## src/rtl/registrador_pilha.sv

```systemverilog
// LIFO register stack of DEPTH words of WIDTH bits (move-history store for undo).
// Refused pushes and pops raise a one-cycle erro pulse and leave the stack untouched.
module registrador_pilha #(
   parameter  int WIDTH = 12,
   parameter  int DEPTH = 8,
   localparam int CW    = $clog2(DEPTH + 1)
) (
   input  logic             clock,
   input  logic             clear_n,
   input  logic             limpa,
   input  logic             push,
   input  logic             pop,
   input  logic [WIDTH-1:0] D,
   output logic [WIDTH-1:0] Q,
   output logic [CW-1:0]    count,
   output logic             vazio,
   output logic             cheio,
   output logic             erro
);

   localparam int AW = $clog2(DEPTH);

   typedef enum logic [2:0] {
      OP_IDLE,
      OP_CLEAR,
      OP_PUSH,
      OP_POP,
      OP_REPLACE,
      OP_REFUSE
   } op_t;

   op_t              op;
   logic [WIDTH-1:0] mem [DEPTH];
   logic [CW-1:0]    count_nxt;
   logic             erro_nxt;
   logic [AW-1:0]    top_idx;
   logic [AW-1:0]    wr_idx;
   logic             empty;
   logic             full;

   assign empty   = (count == '0);
   assign full    = (count == CW'(DEPTH));
   assign top_idx = AW'(count - CW'(1));

   // limpa outranks everything; a refused request is folded into one op so it cannot touch state
   always_comb begin
      op = OP_IDLE;
      if (limpa)
         op = OP_CLEAR;
      else if (push && pop)
         op = empty ? OP_REFUSE : OP_REPLACE;
      else if (push)
         op = full ? OP_REFUSE : OP_PUSH;
      else if (pop)
         op = empty ? OP_REFUSE : OP_POP;
   end

   // NOTE: every combinational output gets a default first so no latch is inferred.
   always_comb begin
      count_nxt = count;
      erro_nxt  = 1'b0;
      wr_idx    = top_idx;
      unique case (op)
         OP_CLEAR:  count_nxt = '0;
         OP_PUSH: begin
            count_nxt = count + CW'(1);
            wr_idx    = AW'(count);
         end
         OP_POP:    count_nxt = count - CW'(1);
         OP_REFUSE: erro_nxt  = 1'b1;
         default: ;
      endcase
   end

   // NOTE: sequential state uses non-blocking assignments only.
   always_ff @(posedge clock or negedge clear_n) begin
      if (!clear_n) begin
         count <= '0;
         erro  <= 1'b0;
      end else begin
         count <= count_nxt;
         erro  <= erro_nxt;
      end
   end

   // NOTE: storage has no reset; words above count are never observable on Q.
   always_ff @(posedge clock) begin
      if (op == OP_PUSH || op == OP_REPLACE)
         mem[wr_idx] <= D;
   end

   always_comb begin
      Q = '0;
      if (!empty)
         Q = mem[top_idx];
   end

   assign vazio = empty;
   assign cheio = full;

endmodule
```

## config.mk

```make
export PLATFORM = sky130hd
export DESIGN_NAME = registrador_pilha
export DESIGN_NICKNAME = d
export VERILOG_FILES = /design/src/rtl/registrador_pilha.sv
export SDC_FILE = /design/constraint.sdc
export NUM_CORES = 1
export LEC_CHECK = 0
export CORE_UTILIZATION = 45
export DETAILED_ROUTE_END_ITERATION = 10
export GPL_TIMING_DRIVEN = 0
export PLACE_DENSITY_LB_ADDON = 0.3
export SYNTH_ARGS = -nofsm -noshare
export SYNTH_HDL_FRONTEND = slang
export SYNTH_SLANG_ARGS = --single-unit
```

## constraint.sdc

```tcl
create_clock -name clock -period 6 [get_ports clock]
set_input_delay 0.6 -clock clock [delete_from_list [all_inputs] [get_ports clock]]
set_output_delay 0.6 -clock clock [all_outputs]
set_load 0.02 [all_outputs]
```

# After elaboration in Yosys (flattened, before gate mapping)
# Memory sizes are Yosys's and may differ from the RTL's.
# Cells that the tools add are included.
dict set report totals {
  regBits 5
  romBits 0
  latch_bits 0
  elab_cells 28
  mem_count 1
  out_inout_bits 19
  ramBits 96
}
dict set report op_classes {
  n_reduce_logical 4
  div_mod_pow 0
  shift 0
  n_mux 13
  n_mul 0
  add_sub_neg 2
  n_bitwise 0
  order_cmp 0
  n_eq_ne 6
}
# memory depth width read_ports rd_clocked_by_memory_dff wr line_no
set memory_table {}
lappend memory_table {mem 8 12 1 0 1 33} ;# logic [WIDTH-1:0] mem [DEPTH];
# op n
set ops {}
lappend ops {{2-to-1 mux 3 bit} 7}
lappend ops {{2-to-1 mux 12 bit} 1}
lappend ops {{case mux 4 bit (3 select lines)} 1}
lappend ops {{== test 3 x 2 -> 1 bit, second input constant} 2}
lappend ops {{== test 3 bit, second input constant} 2}
lappend ops {{adder 4 x 1 -> 4 bit, second input constant} 1}
lappend ops {{== test 4 bit, second input constant} 1}
lappend ops {{zero test 4 bit} 1}
lappend ops {{2-to-1 mux 1 bit} 4}
lappend ops {{subtractor 4 x 1 -> 4 bit, second input constant} 1}
lappend ops {{== test 3 x 1 -> 1 bit, second input constant} 1}
lappend ops {{nonzero test 3 bit} 1}
lappend ops {{logical AND 1 bit} 1}
lappend ops {{logical OR 1 bit} 1}

# Depth between registers and ports, before layout
dict set report logic_depth {
  depth_word 10
  ltp_mapped 11
  mapped_depth_nobuf 9
}

# Least setup slack after synthesis
# OpenSTA, ideal clock, no wires.
dict set report synth_timing {
  path_type {flip-flop to flip-flop}
  startpoint {register count[0]}
  endpoint {memory mem[2][0], enable pin}
  n_path_buf 2
  path_stages_with_launch 12
  slack_ns 2.526
  synth_period_minus_slack_ns 3.474
  setup_time_ns 0.396
  required_time_ns 5.604
  arrival_ns 3.077
  path_cell_list {dfrtp_1 -> buf_2 -> inv_1 -> ha_1 -> buf_6 -> nor2b_4 -> and2_4 -> nand2b_2 -> inv_1 -> ha_1 -> nand2b_1 -> nor3_1}
}
dict set report synth_between {
  word_cells_on_any_way 16
  cone_classes {add/sub: 1; eq/ne: 3; mux: 10; reduce/logical: 2}
}
# element line_no
set synth_rtl {}
lappend synth_rtl {{from (decl)} 15} ;# output logic [CW-1:0] count,
lappend synth_rtl {{from (signal assigned)} 81} ;# count <= count_nxt;
lappend synth_rtl {{== test 4 bit (*)} 42} ;# assign full = (count == CW'(DEPTH));
lappend synth_rtl {{net cheio} 17} ;# output logic cheio,
lappend synth_rtl {{2-to-1 mux 3 bit (*)} 53} ;# op = full ? OP_REFUSE : OP_PUSH;
lappend synth_rtl {{2-to-1 mux 3 bit (*)} 52} ;# else if (push)
lappend synth_rtl {{2-to-1 mux 3 bit (*)} 50} ;# else if (push && pop)
lappend synth_rtl {{2-to-1 mux 3 bit (*)} 48} ;# if (limpa)
lappend synth_rtl {{== test 3 x 2 -> 1 bit or == test 3 bit (tied branches)} {63, 88}}
lappend synth_rtl {{logical OR 1 bit} 88} ;# if (op == OP_PUSH || op == OP_REPLACE)
lappend synth_rtl {{2-to-1 mux 1 bit} 88}
lappend synth_rtl {{2-to-1 mux 1 bit (implied by the code)} 89} ;# mem[wr_idx] <= D;
lappend synth_rtl {{to (decl)} 33}
# Mark *: on every way through the listed nets, which the timed path passes. The rest lies on a longest branch.

# Worst setup path after layout
dict set report layout_timing {
  startpoint {register count[0]}
  endpoint {output Q[2]}
}
dict set report layout_between {
  elab_chain_cells 3
  word_cells_on_any_way 4
  cone_classes {add/sub: 1; mux: 1; reduce/logical: 1; memory: 1}
}
# element line_no
set layout_rtl {}
lappend layout_rtl {{subtractor 4 x 1 -> 4 bit} n/a}
lappend layout_rtl {{memory (8 x 12 bit)} n/a}
lappend layout_rtl {{2-to-1 mux 12 bit (*)} 94} ;# if (!empty)
lappend layout_rtl {{to (decl)} 14} ;# output logic [WIDTH-1:0] Q,
# Every way passes the cells marked *; elsewhere a longest branch is shown, timed or not.

==> results.tsv <==
stage	metric	value	unit
setup_path	largest stage delay on the critical path	640	ps
layout	fin area	5080	um2
detailed_routing	DR vias	2284	
layout	share of layout cells above drive strength 1	25.2	%
setup_path	crit start category	register	
cts	H-tree depth	3	
layout	Final Core Density	55.3	%
timing	final setup violation count	0	
cts	Root Driver	clkbuf_8	
yosys	syn nets	263	
yosys	Yosys Warn Count	0	
cts	postcts setup bufs	0	
layout	commonest cells after routing, fill and taps aside	edfxtp_1 (96), clkdlybuf4s50_1 (35), nand2_1 (26), mux4_2 (24), a21oi_1 (15)	
cts	CTS max path bufs	2	
pwr	Peak supply drop	164	uV
yosys	number of synthesized flops with an enable pin	96	
detailed_routing	DRC Markers	0	
setup_path	Data arrival, critical path	3380	ps
global_routing	initial antenna violation count	0	
layout	most common cell after layout, fill and taps aside	edfxtp_1	
cts	CTS tree	done	
layout	NumNets Final	317	
die	Die X	99.3	um
setup_path	Slowest-stage cell, CP	clkdlybuf4s50_1	
setup_path	Worst Path Required	5400	ps
timing	min Tclk post-route	3980	ps
timing	Setup Skew	8.37	ps
setup_path	crit path kind	reg2out	
timing	RSZ-0062 raised after global routing	no	
layout	P&R area growth vs syn	19.3	%
timing	Worst-Margin Slew	732	ps
die	area of the core	9200	um2
global_routing	first-pass GRT wire length	12.7	mm
detailed_routing	Initial DRC Count	110	
cts	hold buffers post-CTS	0	
setup_path	CP Cell Sequence	buf_2, inv_1, ha_1, buf_6, xnor2_1, clkbuf_1, nand2_1, a21oi_1, clkdlybuf4s50_1	
global_routing	GRT Total Usage	17.8	%
cts	worst skew pair latency	360	ps
place	Cell Count Post-Placement	397	
run_status	status	complete, no violations	
cts	clock net sink count	101	
detailed_routing	TritonRoute pass-1 iters	4	
place	gpl congestion	0.779	
global_routing	largest net degree at the start of global routing	19	
layout	# diodes	0	
die	I/O Pins	36	
pwr	Leak	1.68	nW
place	IO buf count	35	
yosys	Post-Syn Instances	243	
die	chip height	99.3	um
die	Die Area	9860	um2
setup_path	CP endpoint kind	primary output	
cts	TritonCTS Buffers	9	
yosys	Top FF cell, synth	edfxtp_1	
detailed_routing	Post-Route WL	8.11	mm
place	placement-stage cell area	4880	um2
yosys	synthesized cell area	4260	um2
global_routing	vias in the first global route	2293	
yosys	syn avg cell area	17.5	um2
detailed_routing	DR WL/cell	19.6	um
place	post-DP HPWL	5.56	mm
timing	Slew HR	50.9	%
yosys	Cell variety after synth	42	
yosys	register area share after synthesis	70.6	%
detailed_routing	Via-to-Cell Ratio	5.53	
yosys	Async SR Flop Fraction	4.95	%
timing	Slew Limit Fails	0	
timing	Final Cycle Share	66.3	%
cts	PostCTS Resize Cnt	0	
pwr	Pwr Density	425	nW/um2
die	Initial Util	46.3	%
die	Rows	35	
timing	Final Hold Fails	0	
yosys	Yosys reg bits	101	
timing	setup TNS	0	ps
pwr	overall power	2.16	mW
setup_path	crit path max fanout	10	
global_routing	GRT overflow	0	
layout	Post-Layout Cell Count	413	
worst_hold_path	Worst Hold Class	in2async	
cts	Clock transition at path regs	90	ps
job	number of max-cap violations	0	
detailed_routing	Final ANT Viol Nets	0	
timing	fmax	252	MHz
## flip-flops by register name (all words and copies together) (netlist names)
| signal | count |
|---|---|
| mem | 96 |
| count | 4 |
| erro | 1 |
## final timing paths
| kind | from | end | slack, ps | cells after the start |
|---|---|---|---|---|
| max in group asynchronous | clear_n | count[1]$_DFFE_PN0P_ | 5350 | 1 |
| max | count[0]$_DFFE_PN0P_ | Q[2] | 2020 | 9 |
| min in group clock | count[1]$_DFFE_PN0P_ | count[1]$_DFFE_PN0P_ | 710 | 2 |
| min | clear_n | erro$_DFF_PN0_ | 460 | 1 |
| max reg2reg | count[0]$_DFFE_PN0P_ | mem[2][10]$_DFFE_PP_ | 2600 | 12 |
| min reg2reg | count[1]$_DFFE_PN0P_ | count[1]$_DFFE_PN0P_ | 710 | 2 |
## critical path: cells and delay by family (launching register included)
| kind | cells | cell delay, ps |
|---|---|---|
| AOI/OAI and AO/OA | 1 | 220 |
| adders and majority gates | 1 | 230 |
| DFF | 1 | 410 |
| buffers and inverters | 5 | 1760 |
| xor gates and xnor gates | 1 | 280 |
| and+or+nand+nor | 1 | 120 |
## through the flow
stage | hold slack [ps] | worst slack [ps]
floorplan | 304 | 2530
CTS | 460 | 1970
detailed placement | 699 | 2360
global placement | 690 | 1570
finish | 462 | 2020
global route | 458 | 1770
## cells by family (layout without fill, tap and decap cells)
family,count (synthesis),after routing,synth area share (%)
AOI/OAI and AO/OA,29,29,4.76
xor gates and xnor gates,4,4,0.822
adders and majority gates,3,3,0.881
buffers and inverters,19,78,2.55
DFF,101,101,70.6
muxes,26,26,13.2
and+or+nand+nor,61,61,7.25
## synth_stat cells (all sizes together) (3+ instances only)
library cell	number	area share (%)
nor2	8	0.70
nand2b	5	0.79
edfxtp	96	68
inv	6	0.53
nor3	10	1.3
a21oi	15	1.8
mux4	24	13
buf	12	1.9
nand2	26	2.3
dfrtp	5	2.9
ha	3	0.88
## final cells by class
class / instances / area [um2]
Inverter: 6 / 22.5
Timing Repair Buffer: 43 / 440
Tap cell: 111 / 139
Buffer: 13 / 86.3
Clock inverter: 7 / 80.1
Clock buffer: 9 / 124
Sequential cell: 101 / 3010
Fill cell: 720 / 4110
Multi-Input combinational cell: 123 / 1180
## where the power goes
| part | switching (mW) | leakage [nW] | internal [mW] | total (mW) |
|---|---|---|---|---|
| sequential | 0.0211 | 0.933 | 0.824 | 0.845 |
| combinational | 0.490 | 0.643 | 0.385 | 0.875 |
| clock | 0.239 | 0.107 | 0.200 | 0.439 |
| total | 0.750 | 1.68 | 1.41 | 2.16 |
## routing by layer
| layer | GRT usage [%] | up-vias | part of all wire (%) |
|---|---|---|---|
| met5 | 0 | - | 0 |
| met4 | 4.86 | 0 | 0.92 |
| met3 | 4.01 | 6 | 3.4 |
| met2 | 29.4 | 53 | 50 |
| met1 | 24.1 | 1163 | 45 |
| li1 | - | 1062 | - |
No activity file was read; power rests on OpenSTA's default activity.
